File: src/rtl/ring_gate_counter.sv
// ring_gate_counter: counts rising edges of N_CH asynchronous ring-oscillator lines over a gate of clk cycles.
// Define RING_CNT_HANDSHAKE_EN to make valid a level cleared by ack, with a sticky lost flag.
module ring_gate_counter #(
  parameter int N_CH    = 2,
  parameter int CNT_W   = 16,
  parameter int GATE_W  = 16,
  parameter int SYNC_FF = 2
) (
  input  logic                  clk,
  input  logic                  rst_n,
  input  logic [N_CH-1:0]       ring_in,
  input  logic                  start,
  input  logic                  mode,
  input  logic [GATE_W-1:0]     gate_len,
`ifdef RING_CNT_HANDSHAKE_EN
  input  logic                  ack,
  output logic                  lost,
`endif
  output logic [N_CH*CNT_W-1:0] value_out,
  output logic [N_CH-1:0]       overflow,
  output logic                  valid,
  output logic                  busy
);
  typedef enum logic [1:0] {IDLE, GATE, LATCH} state_t;
  localparam logic [CNT_W-1:0] CNT_MAX = {CNT_W{1'b1}};

  state_t            state_reg, state_next;
  logic [GATE_W-1:0] len_reg;
  logic [GATE_W-1:0] gate_cnt_reg;
  logic              mode_reg;
  logic              win_start;
  logic              latch_exit;
  logic [N_CH-1:0]   rise;

  always_comb begin
    state_next = state_reg;
    case (state_reg)
      IDLE:    if (start) state_next = GATE;
      GATE:    if (gate_cnt_reg == len_reg - GATE_W'(1)) state_next = LATCH;
      // Continuing needs both the window's latched mode and the live mode, so clearing mode stops after this window.
      LATCH:   state_next = (mode_reg && mode) ? GATE : IDLE;
      default: state_next = IDLE;
    endcase
  end

  assign win_start  = (state_next == GATE) && (state_reg != GATE);
  assign latch_exit = (state_reg == LATCH);
  assign busy       = (state_reg != IDLE);

  always_ff @(posedge clk or negedge rst_n) begin
    if (!rst_n) begin
      state_reg    <= IDLE;
      len_reg      <= GATE_W'(1);
      gate_cnt_reg <= '0;
      mode_reg     <= 1'b0;
    end else begin
      state_reg <= state_next;
      if (win_start) begin
        len_reg      <= (gate_len == '0) ? GATE_W'(1) : gate_len;
        mode_reg     <= mode;
        gate_cnt_reg <= '0;
      end else if (state_reg == GATE) begin
        gate_cnt_reg <= gate_cnt_reg + GATE_W'(1);
      end
    end
  end

  logic [SYNC_FF-1:0] sync_reg  [N_CH];
  logic               prev_reg  [N_CH];
  logic [CNT_W-1:0]   cnt_reg   [N_CH];
  logic [CNT_W-1:0]   value_reg [N_CH];
  logic               ovf_reg   [N_CH];
  logic               ovf_out_reg [N_CH];

  for (genvar gi = 0; gi < N_CH; gi++) begin : g_ch
    assign rise[gi] = sync_reg[gi][SYNC_FF-1] & ~prev_reg[gi];
    assign value_out[gi*CNT_W +: CNT_W] = value_reg[gi];
    assign overflow[gi] = ovf_out_reg[gi];

    always_ff @(posedge clk or negedge rst_n) begin
      if (!rst_n) begin
        sync_reg[gi]    <= '0;
        prev_reg[gi]    <= 1'b0;
        cnt_reg[gi]     <= '0;
        ovf_reg[gi]     <= 1'b0;
        value_reg[gi]   <= '0;
        ovf_out_reg[gi] <= 1'b0;
      end else begin
        sync_reg[gi] <= {sync_reg[gi][SYNC_FF-2:0], ring_in[gi]};
        prev_reg[gi] <= sync_reg[gi][SYNC_FF-1];
        if (latch_exit) begin
          value_reg[gi]   <= cnt_reg[gi];
          ovf_out_reg[gi] <= ovf_reg[gi];
        end
        if (win_start || latch_exit) begin
          cnt_reg[gi] <= '0;
          ovf_reg[gi] <= 1'b0;
        end else if (state_reg == GATE && rise[gi]) begin
          if (cnt_reg[gi] == CNT_MAX) ovf_reg[gi] <= 1'b1;
          else                        cnt_reg[gi] <= cnt_reg[gi] + CNT_W'(1);
        end
      end
    end
  end

`ifdef RING_CNT_HANDSHAKE_EN
  always_ff @(posedge clk or negedge rst_n) begin
    if (!rst_n) begin
      valid <= 1'b0;
      lost  <= 1'b0;
    end else if (latch_exit) begin
      valid <= 1'b1;
      lost  <= ack ? 1'b0 : (lost | valid);
    end else if (ack) begin
      valid <= 1'b0;
      lost  <= 1'b0;
    end
  end
`else
  always_ff @(posedge clk or negedge rst_n) begin
    if (!rst_n) valid <= 1'b0;
    else        valid <= latch_exit;
  end
`endif
endmodule

File: config.mk
export PLATFORM = sky130hd
export DESIGN_NAME = ring_gate_counter
export DESIGN_NICKNAME = d
export VERILOG_FILES = /design/src/rtl/ring_gate_counter.sv
export SDC_FILE = /design/constraint.sdc
export NUM_CORES = 1
export LEC_CHECK = 0
export BUFFER_PORTS_ARGS = -buffer_cell sky130_fd_sc_hd__buf_4
export CORE_MARGIN = 2
export CORE_UTILIZATION = 33
export DETAILED_ROUTE_END_ITERATION = 10
export SETUP_SLACK_MARGIN = 0.15
export SYNTH_ARGS = -nofsm -noshare
export SYNTH_HDL_FRONTEND = slang
export SYNTH_SLANG_ARGS = --single-unit
File: constraint.sdc
create_clock -name clk -period 5.1 [get_ports clk]
set_input_delay 0 -clock clk [delete_from_list [all_inputs] [get_ports clk]]
set_output_delay 0 -clock clk [all_outputs]
set_load 0.02 [all_outputs]
# --- Word level (Yosys, flattened, before mapping) ---
# Index checks and enable logic that the tools add are counted.
totals:
  out_inout_bits: 36
  in_bits: 22
  word_cells: 70
  regBits: 110
classes:
  reduce_logical: 17
  bitwise: 4
  add_sub_neg: 4
  n_mux: 19
  eq_ne: 9
op_table:
  columns: ["cell", "count"]
  rows:
  - ["two-way mux 16 bit", 9]
  - ["adder 16 x 1 -> 16 bit (second input constant)", 3]
  - ["equality test 16 bit (second input constant)", 2]
  - ["equality test 16 bit", 1]
  - ["logical NOT 16 bit", 1]
  - ["subtractor 16 x 1 -> 16 bit (second input constant)", 1]
  - ["nonzero test 2 bit", 6]
  - ["AND reduction 2 bit", 4]
  - ["two-way mux 1 bit", 7]
  - ["case mux 2 bit (3 select lines)", 1]
  - ["equality test 2 x 1 -> 1 bit (second input constant)", 2]
  - ["logical AND 1 bit", 4]
  - ["two-way mux 2 bit", 2]
  - ["!= test 2 bit (second input constant)", 2]
  - ["AND 1 bit", 2]
  - ["equality test 2 bit (second input constant)", 1]
  - ["logical NOT 2 bit", 1]
  - ["!= test 2 x 1 -> 1 bit (second input constant)", 1]
  - ["NOT 1 bit", 2]
  - ["logical OR 1 bit", 1]

# --- Logic depth before layout (Yosys ltp) ---
# Gate-level depths: netlist of run 1.
depth:
  depth_word: 9
  mapped_depth: 8

# --- Worst setup path after synthesis of run 1 ---
# Ideal clock, no wire load.
synth_timing:
  path_type: "reg-to-reg"
  startpoint: "reg len_reg[1]"
  endpoint: "reg state_reg[0]"
  path_buffers: 0
  slack_ns: 2.597
  stages_incl_launch_ff: 9
  arrival_time_ns: 2.360
  required_time_ns: 4.957
  path_cell_list: "dfrtp_1 > inv_1 > ha_1 > or3b_1 > o41ai_2 > o211ai_1 > or4_1 > nor4_1 > o21ai_0"
synth_between:
  elab_chain_cells: 4
synth_rtl:
  columns: ["element", "line", "rtl"]
  rows:
  - ["from (decl)", "28", "logic [GATE_W-1:0] len_reg;"]
  - ["from (signal assigned)", "59", "len_reg <= (gate_len == '0) ? GATE_W'(1) : gate_len;"]
  - ["subtractor 16 x 1 -> 16 bit", "39", "GATE: if (gate_cnt_reg == len_reg - GATE_W'(1)) state_next = LATCH;"]
  - ["equality test 16 bit", "39", null]
  - ["two-way mux 2 bit", "39", null]
  - ["case mux 2 bit (3 select lines)", "37", "case (state_reg)"]
  - ["net state_next[0]", "27", "state_t state_reg, state_next;"]
  - ["to (signal assigned)", "57", "state_reg <= state_next;"]
  - ["to (decl)", "27", null]
# The timed path passes the listed nets, and every way through them passes these cells.
# A chain may end at the register's enable or synchronous reset.

# --- Worst setup path in the final report of run 1 ---
# Ends and elaborated chain as after synthesis.

==> results of run 1 <==
layer usage:
metal  vias to the layer above  GRT usage  wire [microns]
met1                      1848      0.185            5290
met4                         0     0.0531             145
met5                         -          0               0
li1                       1839          -               -
met3                        13     0.0353             362
met2                        80      0.222            5130
worst paths after layout:
check / endpoint / slack (ps) / cells past startpoint
worst max-delay path: state_reg[0] / 2190 / 8
worst min-delay path: cnt_reg[10] / 50 / 4
worst max register to register: state_reg[0] / 2190 / 8
worst min register to register: sync_reg[3] / 350 / 0
max in group asynchronous: value_out[16] / 3620 / 3
min in group asynchronous: len_reg[4] / 170 / 2
per-stage QoR:
step	cells	power, mW
floorplan	489	1.40
global route	754	2.32
CTS	754	2.21
detailed placement	719	1.52
global placement	719	1.50
finish	754	2.17
worst reg2reg max path: stages, from the launching register on:
cell and delay [ps]:
sky130_fd_sc_hd__dfrtp_1 410, sky130_fd_sc_hd__inv_1 80, sky130_fd_sc_hd__ha_1 260, sky130_fd_sc_hd__or3b_1 450, sky130_fd_sc_hd__o41ai_2 320, sky130_fd_sc_hd__o211ai_1 140, sky130_fd_sc_hd__or4_1 540, sky130_fd_sc_hd__nor4_1 400
sky130_fd_sc_hd__o21ai_0 150
cells in the final DEF, fill, tap and decap left out, types with 11 or more instances in the layout:
master and n:
sky130_fd_sc_hd__nand3_1 16, sky130_fd_sc_hd__o21ai_0 11, sky130_fd_sc_hd__dfrtp_1 109, sky130_fd_sc_hd__nand4_1 17, sky130_fd_sc_hd__nor2_1 46, sky130_fd_sc_hd__xor2_1 30
sky130_fd_sc_hd__nor4_1 14, sky130_fd_sc_hd__buf_4 60, sky130_fd_sc_hd__xnor2_1 24, sky130_fd_sc_hd__dlygate4sd3_1 20, sky130_fd_sc_hd__mux2_2 32, sky130_fd_sc_hd__nand2_1 80
cells by family after synthesis:
kind of cell	count (synthesis)
adder cells (fa/ha/maj)	4
flip-flops	110
multiplexers	40
AND/OR/NAND/NOR	216
XOR/XNOR	54
AO/OA/AOI/OAI	38
buffers and inverters	27
power groups by stage:
stage               Clock (mW)  Sequential [mW]  Combinational, mW
finish                   0.655             1.18              0.344
floorplan                    0             1.12              0.280
detailed placement           0             1.19              0.333
CTS                      0.687             1.17              0.348
global route             0.721             1.20              0.395
global placement             0             1.18              0.322
cell type report:
cell class	count	area, sq um	area share
Multi-Input combinational cell	352	2280	0.366
Clock buffer	9	225	0.0362
Inverter	9	33.8	0.00543
Clock inverter	6	46.3	0.00744
Tap cell	188	235	0.0378
Sequential cell	110	2750	0.442
Timing Repair Buffer	80	651	0.105
==> results.md, run 1 <==
- Setup violations remaining at the end of the flow were counted as 0.
- The internal power component is 1.51 mW.
- The number of clock sinks is 110.
- The via count of the first global-routing pass came to 3877.
- Setup slack closes at 2190 ps.
- The critical path goes through inv_1 -> ha_1 -> or3b_1 -> o41ai_2 -> o211ai_1 -> or4_1 -> nor4_1 -> o21ai_0.
- Of the total synthesized cell area, the portion taken by AND, OR, NAND and NOR gates is 0.206.
- STA classifies the critical path endpoint as a flop.
- The count of nets left with antenna violations once routing finished came out at 0.
- For this design the total switching power over the nets is 0.668 mW.
- The synthesized netlist contains 48 unique library cells.
- Of the total power, registers draw 0.541.
- Synthesis produced 489 cells.
- The master of the slowest instance on the critical path is sky130_fd_sc_hd__or4_1.
- The floorplan row count is 45.
- The layout net count is 588.
- Data on the critical path is required at its endpoint by 5280 ps.
- The startpoint of the most critical register-to-register path is len_reg[1].
- The total non-filler cell area in the finished layout is 6220 sq um.
- From bottom edge to top edge, the die measures 129 microns.
- The synthesized design contains 110 register bits.
- The later pin in the worst-skew pair is clocked with a latency of 350 ps.
- 58 I/O pins were placed.
- The first routing iteration left 178 violations.
- The origin of the worst setup path is len_reg[1].
- The CTS tree is yes.
- The worst hold slack after final layout is 47.1 ps.
- STA puts the critical path data arrival time at 3090 ps.
- The first global-routing pass estimated 18400 microns of wire.
- The cell type with the highest aggregate area in the netlist is sky130_fd_sc_hd__dfrtp_1.
- The total of max-cap violations is 0.
- The total number of vias is 3780.
- Of the cells placed in the final design, the portion with a size suffix greater than 1 is 0.207.
- The area of the mapped netlist is 5140 sq um.
- The flow ran to the end, and the final reports show no timing, DRC or antenna violations.
- In this run the mean area of a mapped cell was 10.5 sq um.
- On the final layout, the worst clock skew is 7.16 ps.
- The count of unresolved DRC violations after routing is 0.
- The average wire per standard cell is 14.5 microns.
- The final-report max-slew violation count is 0.
- The end-of-flow core utilization is 0.409.
- The adder-cell area share of the yosys netlist is 0.00974.
- The portion of netlist area occupied by mux cells is 0.0857.
- In the post-synthesis netlist, the cell with the most instances is sky130_fd_sc_hd__dfrtp_1.
- When the netlist entered floorplanning its net count stood at 515.
- The flip-flop cell with the highest count after synthesis is sky130_fd_sc_hd__dfrtp_1.
- The depth of the CTS H-tree is 3.
- Measured along the x axis, the die boundary spans 129 microns.
- The leakage power is 2.87 nW.
- Timing would allow up to 0.344 GHz.
- The complex-gate fraction of the synthesized area is 0.0494.
- The number of enable flip-flop cells after synthesis is 0.
- The synthesized-area fraction occupied by xor and xnor cells is 0.0921.
- The congestion estimate from routability-driven global placement came to 0.869.
- The proportion of power drawn by the clock network is 0.301.
- The total wirelength of the detailed-routed design is 10900 microns.
- Post-CTS repair changed the size of 0 cells.
- The remaining global-route overflow is 0.
- The startpoint identified for the worst hold timing path is start.
- Ranked by total cell area, the synthesized netlist is headed by sky130_fd_sc_hd__dfrtp_1 (53%), sky130_fd_sc_hd__mux2_2 (7.0%), sky130_fd_sc_hd__nand2_1 (5.8%), sky130_fd_sc_hd__xor2_1 (5.1%), sky130_fd_sc_hd__xnor2_1 (4.1%).
- The type of the worst min-delay path is in2reg.
- STA classifies the critical path startpoint as a flop.
- The worst pin sits at a relative slew slack of 0.381.
- OpenSTA, run right after detailed placement, puts the worst setup slack at 2200 ps.
- Of the total power, the share spent switching nets is 0.307.
- The detailed-placement wirelength estimate is 7390 microns.
- The final-report hold violation count is 0.
- The number of buffers inserted by port buffering is 57.
- The number of post-CTS setup repair buffers is 0.
- TritonCTS created 9 clock buffers.
- The warning count from the yosys run is 0.
- The number of buffer and inverter stages on the critical path is 1.
- The actual transition at the worst max-transition pin is 919 ps.
- The count of filler cells inserted in the layout is 1471.
- The detail-routed via count per cell is 5.01.
- The largest single stage delay on the critical path is 540 ps.
- The critical path in this run is classified as reg2reg.
- The cell type group with the largest total delay on the critical path is simple AND/OR/NAND/NOR gates.
- Of the synthesized area, sequential elements account for 0.536.
- The post-synthesis to final-layout area growth is 21.2%.
- Setup repair after global routing left no endpoint under its margin.
- Of all nets on the critical path, the largest fanout is 7.
- The number of inserted diodes is 0.
- The clock period could shrink to 2910 ps.
- The total core area is 15200 sq um.
- By area, the combinational part of the netlist is dominated by simple AND/OR/NAND/NOR gates.
- The cts-stage hold buffer count is 20.
- The total negative slack for setup checks is 0 ps.
- The total power per unit cell area is 349 nW/um^2.
- The number of buffers on the longest clock path is 2.
- The initial antenna violation count was 0.
- Of all flip-flops after synthesis, the portion carrying an async set or reset was 1.00.
- The first detailed-routing pass ran for 4 iterations.
- Of the total power, combinational logic draws 0.158.
- The area of the die is 16600 sq um.
- The share of the clock period used by the worst path after layout is 0.571.
- Ranked by instance count, the synthesized netlist is headed by sky130_fd_sc_hd__dfrtp_1 (109), sky130_fd_sc_hd__nand2_1 (80), sky130_fd_sc_hd__nor2_1 (47), sky130_fd_sc_hd__mux2_2 (32), sky130_fd_sc_hd__xor2_1 (30).
- The largest net degree at the start of global routing is 71.
- The share of synthesized area in the top cell type comes to 0.531.
- Clock-pin slew was measured on the worst setup and hold paths at 70 ps.
- The peak supply drop is 0.215 mV.
- The placed instances occupy a cell area of 5750 sq um.
- The root buffer cell is sky130_fd_sc_hd__clkbuf_16.
- The total global routing track utilization is 0.140.
- For this configuration, the core starts out at a cell density of 0.338.
Power figures use the tool's default switching activity.
==> run 2, diff against run 1 <==
ABC_AREA = 1   (was not set)
clock period = 2.7 ns   (was 5.1 ns; I/O delays follow)
==> run 2 against run 1 <==
Final cell count rose by 37%. Non-clock buffer count is 3 higher. Combinational power rose by 6.4%. Routed wire length rose by 27%. Setup slack worse by 1800 ps. Utilization decreased by 0.72 points. Critical path depth is 1 lower. Cell area rose by 11%. Sequential power rose by 53%. Count of clock-buffer cells in the layout is the same. Total power rose by 64%. Highest routed layer unchanged.
==> results.md, run 2 <==
- The flow ran to the end, and the final reports show no timing, DRC or antenna violations.
- The minimum clock period was 2280 ps (-633 ps).
- The count of filler cells inserted in the layout is 1745 (+19%).
- The largest incremental delay on the critical path came to 740 ps (+200 ps).
- The detail-routed via count per cell is 4.79 (-4.5%).
- The number of buffer and inverter stages on the critical path is 2 (+1).
- The synthesized-area fraction occupied by xor and xnor cells is 0.0352 (-0.0569).
- The flip-flop and latch count after synthesis is 110 (unchanged).
- The leakage power is 3.22 nW (+12%).
- The least setup slack across all paths after layout is 423 ps (-1770 ps).
- The setup clock skew after layout came to 12.8 ps (+5.68 ps).
- The dominant cell by count in the synthesized netlist is sky130_fd_sc_hd__nand2_1.
- The largest net degree at the start of global routing is 60 (-15%).
- The ratio of cells with drive above 1 in the final layout is 0.138 (-0.0683).
- The die width is 136 microns (+5.4%).
- The die boundary height is 136 microns (+5.4%).
- From synthesis to final layout, the design area changed by 20.2%.
- The data arrival at the endpoint of the critical path is 2530 ps (-560 ps).
- The most frequent standard cell in the layout excluding fill and tap cells is sky130_fd_sc_hd__nand2_1.
- The total of max-cap violations came to 0 (unchanged).
- The cell type with the highest aggregate area in the netlist is sky130_fd_sc_hd__dfrtp_1.
- In this run the clock root is driven by a sky130_fd_sc_hd__clkbuf_16.
- The CTS buffer count is 9 (unchanged).
- The largest fanout on the critical path is 20 (+13).
- The number of enable flip-flop cells after synthesis came to 0 (unchanged).
- The number of clock sinks was 110 (unchanged).
- The actual transition at the worst max-transition pin is 976 ps (+57.0 ps).
- The CTS clock-pin slew for the worst setup and hold paths is 80 ps (about the same).
- The worst setup path is launched from a flop.
- The cell family contributing the most delay on the critical path is simple AND/OR/NAND/NOR gates.
- The mean instance size in the synthesized netlist is 7.85 sq um (-25%).
- The routability congestion estimate is 0.861 (-0.98%).
- The initial standard-cell utilization of the core came to 0.335 (-0.00322).
- The required time of the critical path is 2950 ps (-2330 ps).
- The warning count from the yosys run was 0 (unchanged).
- The combined area of the multi-input logic cells came to 2510 sq um (+10%).
- The complex-gate fraction of the synthesized area was 0.104 (+0.0543).
- The area of the die came to 18400 sq um (+11%).
- By startpoint and endpoint, the worst setup path is classified as reg2reg.
- The number of post-CTS setup repair buffers was 0 (unchanged).
- The area fraction of the dominant cell type after synthesis is 0.476 (-0.0548).
- The critical path goes through inv_2 -> nor2_2 -> nand3_1 -> nand2_1 -> nor2_2 -> inv_1 -> o31ai_1.
- The peak supply drop is 0.296 mV (+38%).
- Setup repair after global routing left no endpoint under its margin.
- The CTS tree is yes.
- The portion of netlist area occupied by mux cells was 0 (-0.0857).
- The remaining global-route overflow is 0 (unchanged).
- The cell that appears most often on the critical path is sky130_fd_sc_hd__nor2_2.
- The number of inserted diodes is 0 (unchanged).
- In the post-synthesis netlist, the biggest area contributors are sky130_fd_sc_hd__dfrtp_1 (48%), sky130_fd_sc_hd__nand2_1 (13%), sky130_fd_sc_hd__o21ai_0 (5.6%), sky130_fd_sc_hd__inv_1 (5.5%), sky130_fd_sc_hd__nand3_1 (4.6%).
- The final-report max-slew violation count is 0 (unchanged).
- The number of distinct standard cells referenced by the synthesized netlist is 41 (-15%).
- The number of routed nets with antenna violations was 0 (unchanged).
- The final-report hold violation count is 0 (unchanged).
- The total power per unit cell area is 518 nW/um^2 (+48%).
- The worst setup timing slack at the placement stage is 356 ps (-1840 ps).
- The total number of vias is 4952 (+31%).
- The area of the mapped netlist is 5730 sq um (+12%).
- Leaving out fill and tap cells, the most frequent cells in the layout are sky130_fd_sc_hd__nand2_1 (202), sky130_fd_sc_hd__dfrtp_1 (109), sky130_fd_sc_hd__inv_1 (83).
- The number of standard cells in the final layout excluding fillers is 1034 (+37%).
- The first-pass GRT wire length came to 23500 microns (+28%).
- For this run, the leading register cell type out of synthesis is sky130_fd_sc_hd__dfrtp_1.
- The storage element area was 2750 sq um (unchanged).
- The depth of the CTS H-tree came to 3 (unchanged).
- The count of cells resized by post-cts repair is 0 (unchanged).
- The layout net count is 830 (+41%).
- The cts-stage hold buffer count is 20 (unchanged).
- The number of instances in the synthesized netlist was 730 (+49%).
- The total global routing track utilization is 0.161 (+0.0216).
- The total core area is 17100 sq um (+13%).
- The min-delay analysis places its worst path in the category in2async.
- The total placed cells including tap cells is 998 (+39%).
- The floorplan row count was 48 (+6.7%).
- The number of optimization iterations in the first detailed-route pass was 5 (+1).
- The final setup violation count is 0 (unchanged).
- The initial antenna violation count was 0 (unchanged).
- The end-of-flow core utilization is 0.402 (-0.00720).
- The total negative slack for setup checks is 0 ps (unchanged).
- The number of buffers on the longest clock path is 2 (unchanged).
- The number of top-level design ports is 58 (unchanged).
- The detailed-placement wirelength estimate is 9690 microns (+31%).
- The count of unresolved DRC violations after routing is 0 (unchanged).
- The largest family of logic cells by synthesized area is simple AND/OR/NAND/NOR gates.
- The insertion delay to the later sink of the worst-skew pair is 360 ps (about the same).
- Sorting the synthesized cells by how often they occur yields sky130_fd_sc_hd__nand2_1 (202), sky130_fd_sc_hd__dfrtp_1 (109), sky130_fd_sc_hd__inv_1 (84), sky130_fd_sc_hd__o21ai_0 (64), sky130_fd_sc_hd__nor2_1 (63).
- The via count of the first global-routing pass is 4790 (+24%).
- For this design, the slowest cell found on the critical path is sky130_fd_sc_hd__nor2_2.
- The achievable clock frequency is 0.439 GHz (+28%).
- The overall power after layout is 3.57 mW (+64%).
- The fraction of registers with async set or reset after synthesis was 1.00 (unchanged).
- The number of buffers inserted by port buffering came to 57 (unchanged).
- The synthesized net count came to 756 (+47%).
- The fraction of the mapped netlist area in simple logic gates is 0.291 (+0.0851).
- The average wire per standard cell came to 13.4 microns (-7.5%).
- The count of routing violations after the opening detailed-route iteration is 394 (+120%).
- The total wirelength of the detailed-routed design is 13900 microns (+27%).
- The worst slew margin relative to its limit was 0.348 (-0.0330).
- The share of the yosys chip area belonging to registers is 0.481 (-0.0554).
- The worst setup path is captured at a flop.
- The adder-cell area share of the yosys netlist came to 0.00874 (-0.00101).
- The share of the clock period used by the worst path after layout is 0.843 (+0.273).
==> run 2: routing by layer <==
metal / global-route usage / share of wire
met4: 0.0567 / 0.019
met5: 0 / 0
met2: 0.255 / 0.46
met1: 0.220 / 0.48
met3: 0.0344 / 0.040
==> run 2: layout make-up <==
cell class              count  share of cell area
clock inverters             7              0.0113
flip-flops and latches    110               0.400
inverters                  91              0.0507
multi-input cells         509               0.365
clock buffers               9              0.0327
repair buffers             83              0.0996
well taps                 225              0.0409
==> run 2: logic make-up after synthesis <==
logic type,count (synthesis)
AOI/OAI and AO/OA,103
xor gates and xnor gates,23
adders and majority gates,4
buffers and inverters,111
DFF,110
and+or+nand+nor,379
==> run 2: power breakdown <==
group          total, mW  switching (mW)  leakage [nW]  internal [mW]
clock               1.39           0.656         0.153          0.734
combinational      0.366           0.225          1.66          0.141
sequential          1.81          0.0870          1.41           1.73
total               3.57           0.968          3.22           2.60
==> run 2: worst paths after layout <==
kind,start,endpoint,slack [ps],cells past startpoint
max,state_reg[1],cnt_reg[10],420,7
min,rst_n,len_reg[2],280,2
max reg2reg,state_reg[1],cnt_reg[10],420,7
min reg2reg,sync_reg[2],sync_reg[3],350,0
max in group asynchronous,rst_n,len_reg[14],1670,3
min in group clk,ring_in[1],sync_reg[0],290,2
==> run 2: through the flow <==
stage               instance area (sq um)  hold slack (ps)
floorplan                            5730             -296
global placement                     6380              112
detailed placement                   6380              111
CTS                                  6890              277
global route                         6890              300
finish                               6890              277
==> run 3, diff against run 2 <==
clock period = 2.3 ns   (was 2.7 ns; I/O delays follow)
==> run 3 against run 2 <==
Routed wire length shrank 2.3%. Total power grew 17%. Cell area grew 0.82%. Highest routed layer unchanged. Largest power group unchanged.
==> results.md, run 3 (synthesis gave the netlist of run 2 again) <==
- The detailed-placement wirelength estimate is 9830 microns (+1.5%).
- The number of optimization iterations in the first detailed-route pass came to 5 (unchanged).
- The number of inserted diodes was 0 (unchanged).
- The share of the clock period used by the worst path after layout is 0.821 (-0.0226).
- The via count of the first global-routing pass is 4720 (-1.5%).
- The required time of the critical path is 2530 ps (-420 ps).
- From synthesis to final layout, the design area changed by 21.2%.
- Setup repair after global routing left no endpoint under its margin.
- The total of max-cap violations came to 0 (unchanged).
- The minimum clock period is 1890 ps (-389 ps).
- The endpoint kind of the worst setup timing path is a flop.
- The die boundary height is 136 microns (unchanged).
- The highest layer touched by signal routing is met4.
- The largest fanout on the critical path is 5 (-75%).
- The CTS buffer count was 9 (unchanged).
- The most frequent standard cell in the layout excluding fill and tap cells is sky130_fd_sc_hd__nand2_1.
- The least setup slack across all paths after layout is 413 ps (-10.8 ps).
- The area after detailed placement is 6430 sq um (+0.78%).
- The category of the most critical setup path is reg2reg.
- The routability congestion estimate is 0.823 (-4.4%).
- The layout net count is 835 (+0.60%).
- The setup clock skew after layout came to 10.9 ps (-1.98 ps).
- Traced cell by cell, the critical path runs through inv_1 -> ha_1 -> nand2_1 -> nor2_1 -> nand2_1 -> nand2_1 -> nand2_1 -> nand3_1 -> nor2_1 -> nand3_1 -> nand3_1 -> nand2_1.
- The total wirelength of the detailed-routed design is 13500 microns (-2.3%).
- The achievable clock frequency is 0.530 GHz (+21%).
- In the layout the commonest cells are sky130_fd_sc_hd__nand2_1 (202), sky130_fd_sc_hd__dfrtp_1 (109), sky130_fd_sc_hd__inv_1 (83).
- The storage element area is 2750 sq um (unchanged).
- The count of routing violations after the opening detailed-route iteration is 311 (-21%).
- The actual transition at the worst max-transition pin is 675 ps (-301 ps).
- The total core area is 17100 sq um (unchanged).
- The die width came to 136 microns (unchanged).
- The final-report max-slew violation count is 0 (unchanged).
- The initial antenna violation count is 0 (unchanged).
- The number of post-CTS setup repair buffers is 0 (unchanged).
- The peak supply drop is 0.454 mV (+53%).
- The routed length on met3 is 499 microns (-11%).
- The number of routed nets with antenna violations is 0 (unchanged).
- The depth of the CTS H-tree came to 3 (unchanged).
- The worst slew margin relative to its limit is 0.550 (+0.201).
- The data arrival at the endpoint of the critical path is 2110 ps (-420 ps).
- STA classifies the critical path startpoint as a flop.
- The count of filler cells inserted in the layout is 1768 (+1.3%).
- The CTS tree is yes.
- The number of standard cells in the final layout excluding fillers is 1039 (+0.48%).
- The area of the die came to 18400 sq um (unchanged).
- The initial standard-cell utilization of the core is 0.335 (unchanged).
- The number of top-level design ports is 58 (unchanged).
- The run finished with clean final reports.
- The remaining global-route overflow is 0 (unchanged).
- The insertion delay to the later sink of the worst-skew pair is 360 ps (about the same).
- The final setup violation count was 0 (unchanged).
- The met2 wire length was 6370 microns (-0.87%).
- The number of buffers inserted by port buffering was 57 (unchanged).
- The largest incremental delay on the critical path came to 540 ps (-200 ps).
- The total number of vias is 4923 (-0.59%).
- The number of buffers on the longest clock path came to 2 (unchanged).
- The average wire per standard cell came to 13.0 microns (-2.8%).
- The number of clock sinks is 110 (unchanged).
- The overall power after layout is 4.18 mW (+17%).
- The CTS clock-pin slew for the worst setup and hold paths is 80 ps (about the same).
- The count of unresolved DRC violations after routing was 0 (unchanged).
- The register-to-register setup slack came to 410 ps (about the same).
- The leakage power is 3.25 nW (+0.93%).
- The total power per unit cell area is 603 nW/um^2 (+16%).
- The floorplan row count came to 48 (unchanged).
- The met1 wire length is 6520 microns (-1.2%).
- The detail-routed via count per cell is 4.74 (-1.1%).
- The ratio of cells with drive above 1 in the final layout is 0.145 (+0.00652).
- In this run the worst hold path is classified as in2async.
- The tree is rooted in a sky130_fd_sc_hd__clkbuf_16.
- The cell occurring most often along the worst timing path is sky130_fd_sc_hd__nand2_1.
- The total non-filler cell area in the finished layout is 6940 sq um (+0.82%).
- The first-pass GRT wire length is 23300 microns (-1.1%).
- The worst setup timing slack at the placement stage is 409 ps (+53.1 ps).
- The largest net degree at the start of global routing is 53 (-12%).
- The final-report hold violation count is 0 (unchanged).
- The total placed cells including tap cells was 1003 (+0.50%).
- The master of the slowest instance on the critical path is sky130_fd_sc_hd__dfstp_2.
- The combined area of the multi-input logic cells was 2510 sq um (about the same).
- The total global routing track utilization is 0.159 (-0.00228).
- The total negative slack for setup checks was 0 ps (unchanged).
==> run 3: cell count changes in the layout (fill, tap and decap cells not counted) <==
cell,before,now
sky130_fd_sc_hd__inv_6,4,2
sky130_fd_sc_hd__nor2_1,63,62
sky130_fd_sc_hd__clkinvlp_4,0,1
sky130_fd_sc_hd__buf_12,1,2
sky130_fd_sc_hd__buf_4,62,66
sky130_fd_sc_hd__nor2_2,2,3
sky130_fd_sc_hd__clkbuf_8,0,1
==> run 3: worst paths after layout <==
kind	start	to	cells past startpoint
hold / removal	rst_n	sync_reg[2]	2
setup / recovery	len_reg[0]	state_reg[0]	12
max in group asynchronous	rst_n	cnt_reg[27]	3
min in group clk	start	gate_cnt_reg[2]	5
setup reg to reg	len_reg[0]	state_reg[0]	12
hold reg to reg	sync_reg[0]	sync_reg[1]	0
==> run 3: layout make-up <==
cell class | count | area share
clock buffers | 10 | 0.0344
inverters | 91 | 0.0503
repair buffers | 88 | 0.106
flip-flops and latches | 110 | 0.397
multi-input cells | 509 | 0.362
clock inverters | 6 | 0.00973
well taps | 225 | 0.0406
==> run 3: stage by stage <==
| step | hold slack [ps] | utilization |
|---|---|---|
| 2_1_floorplan | -296 | - |
| 3_3_place_gp | 58.4 | 0.376 |
| 3_5_place_dp | 60.3 | 0.376 |
| 4_1_cts | 205 | 0.405 |
| 5_1_grt | 254 | 0.406 |
| 6_report | 186 | 0.406 |
==> run 3: repair_timing <==
action                                 in CTS  in global routing
endpoints found under the hold margin      60                  0
setup endpoints to repair                   0                  1
hold buffers                               20                  0
gates resized for setup                     0                  1
==> run 3: power by group <==
| part | internal [mW] | total [mW] | leakage [nW] | switching, mW |
|---|---|---|---|---|
| clock network | 0.883 | 1.63 | 0.151 | 0.748 |
| registers | 2.03 | 2.13 | 1.41 | 0.100 |
| logic | 0.167 | 0.425 | 1.69 | 0.258 |
| total | 3.08 | 4.18 | 3.25 | 1.11 |
==> run 3: worst max-delay path: cells and delay by family (launching register included) <==
kind / cells / cell delay [ps]
buffers and inverters: 1 / 70
and+or+nand+nor: 10 / 910
DFF: 1 / 540
adders and majority gates: 1 / 240
==> run 3: routing by layer <==
layer | up-vias | GRT usage
li1 | 2529 | -
met1 | 2315 | 0.212
met2 | 67 | 0.258
met3 | 12 | 0.0382
met4 | 0 | 0.0457
met5 | - | 0
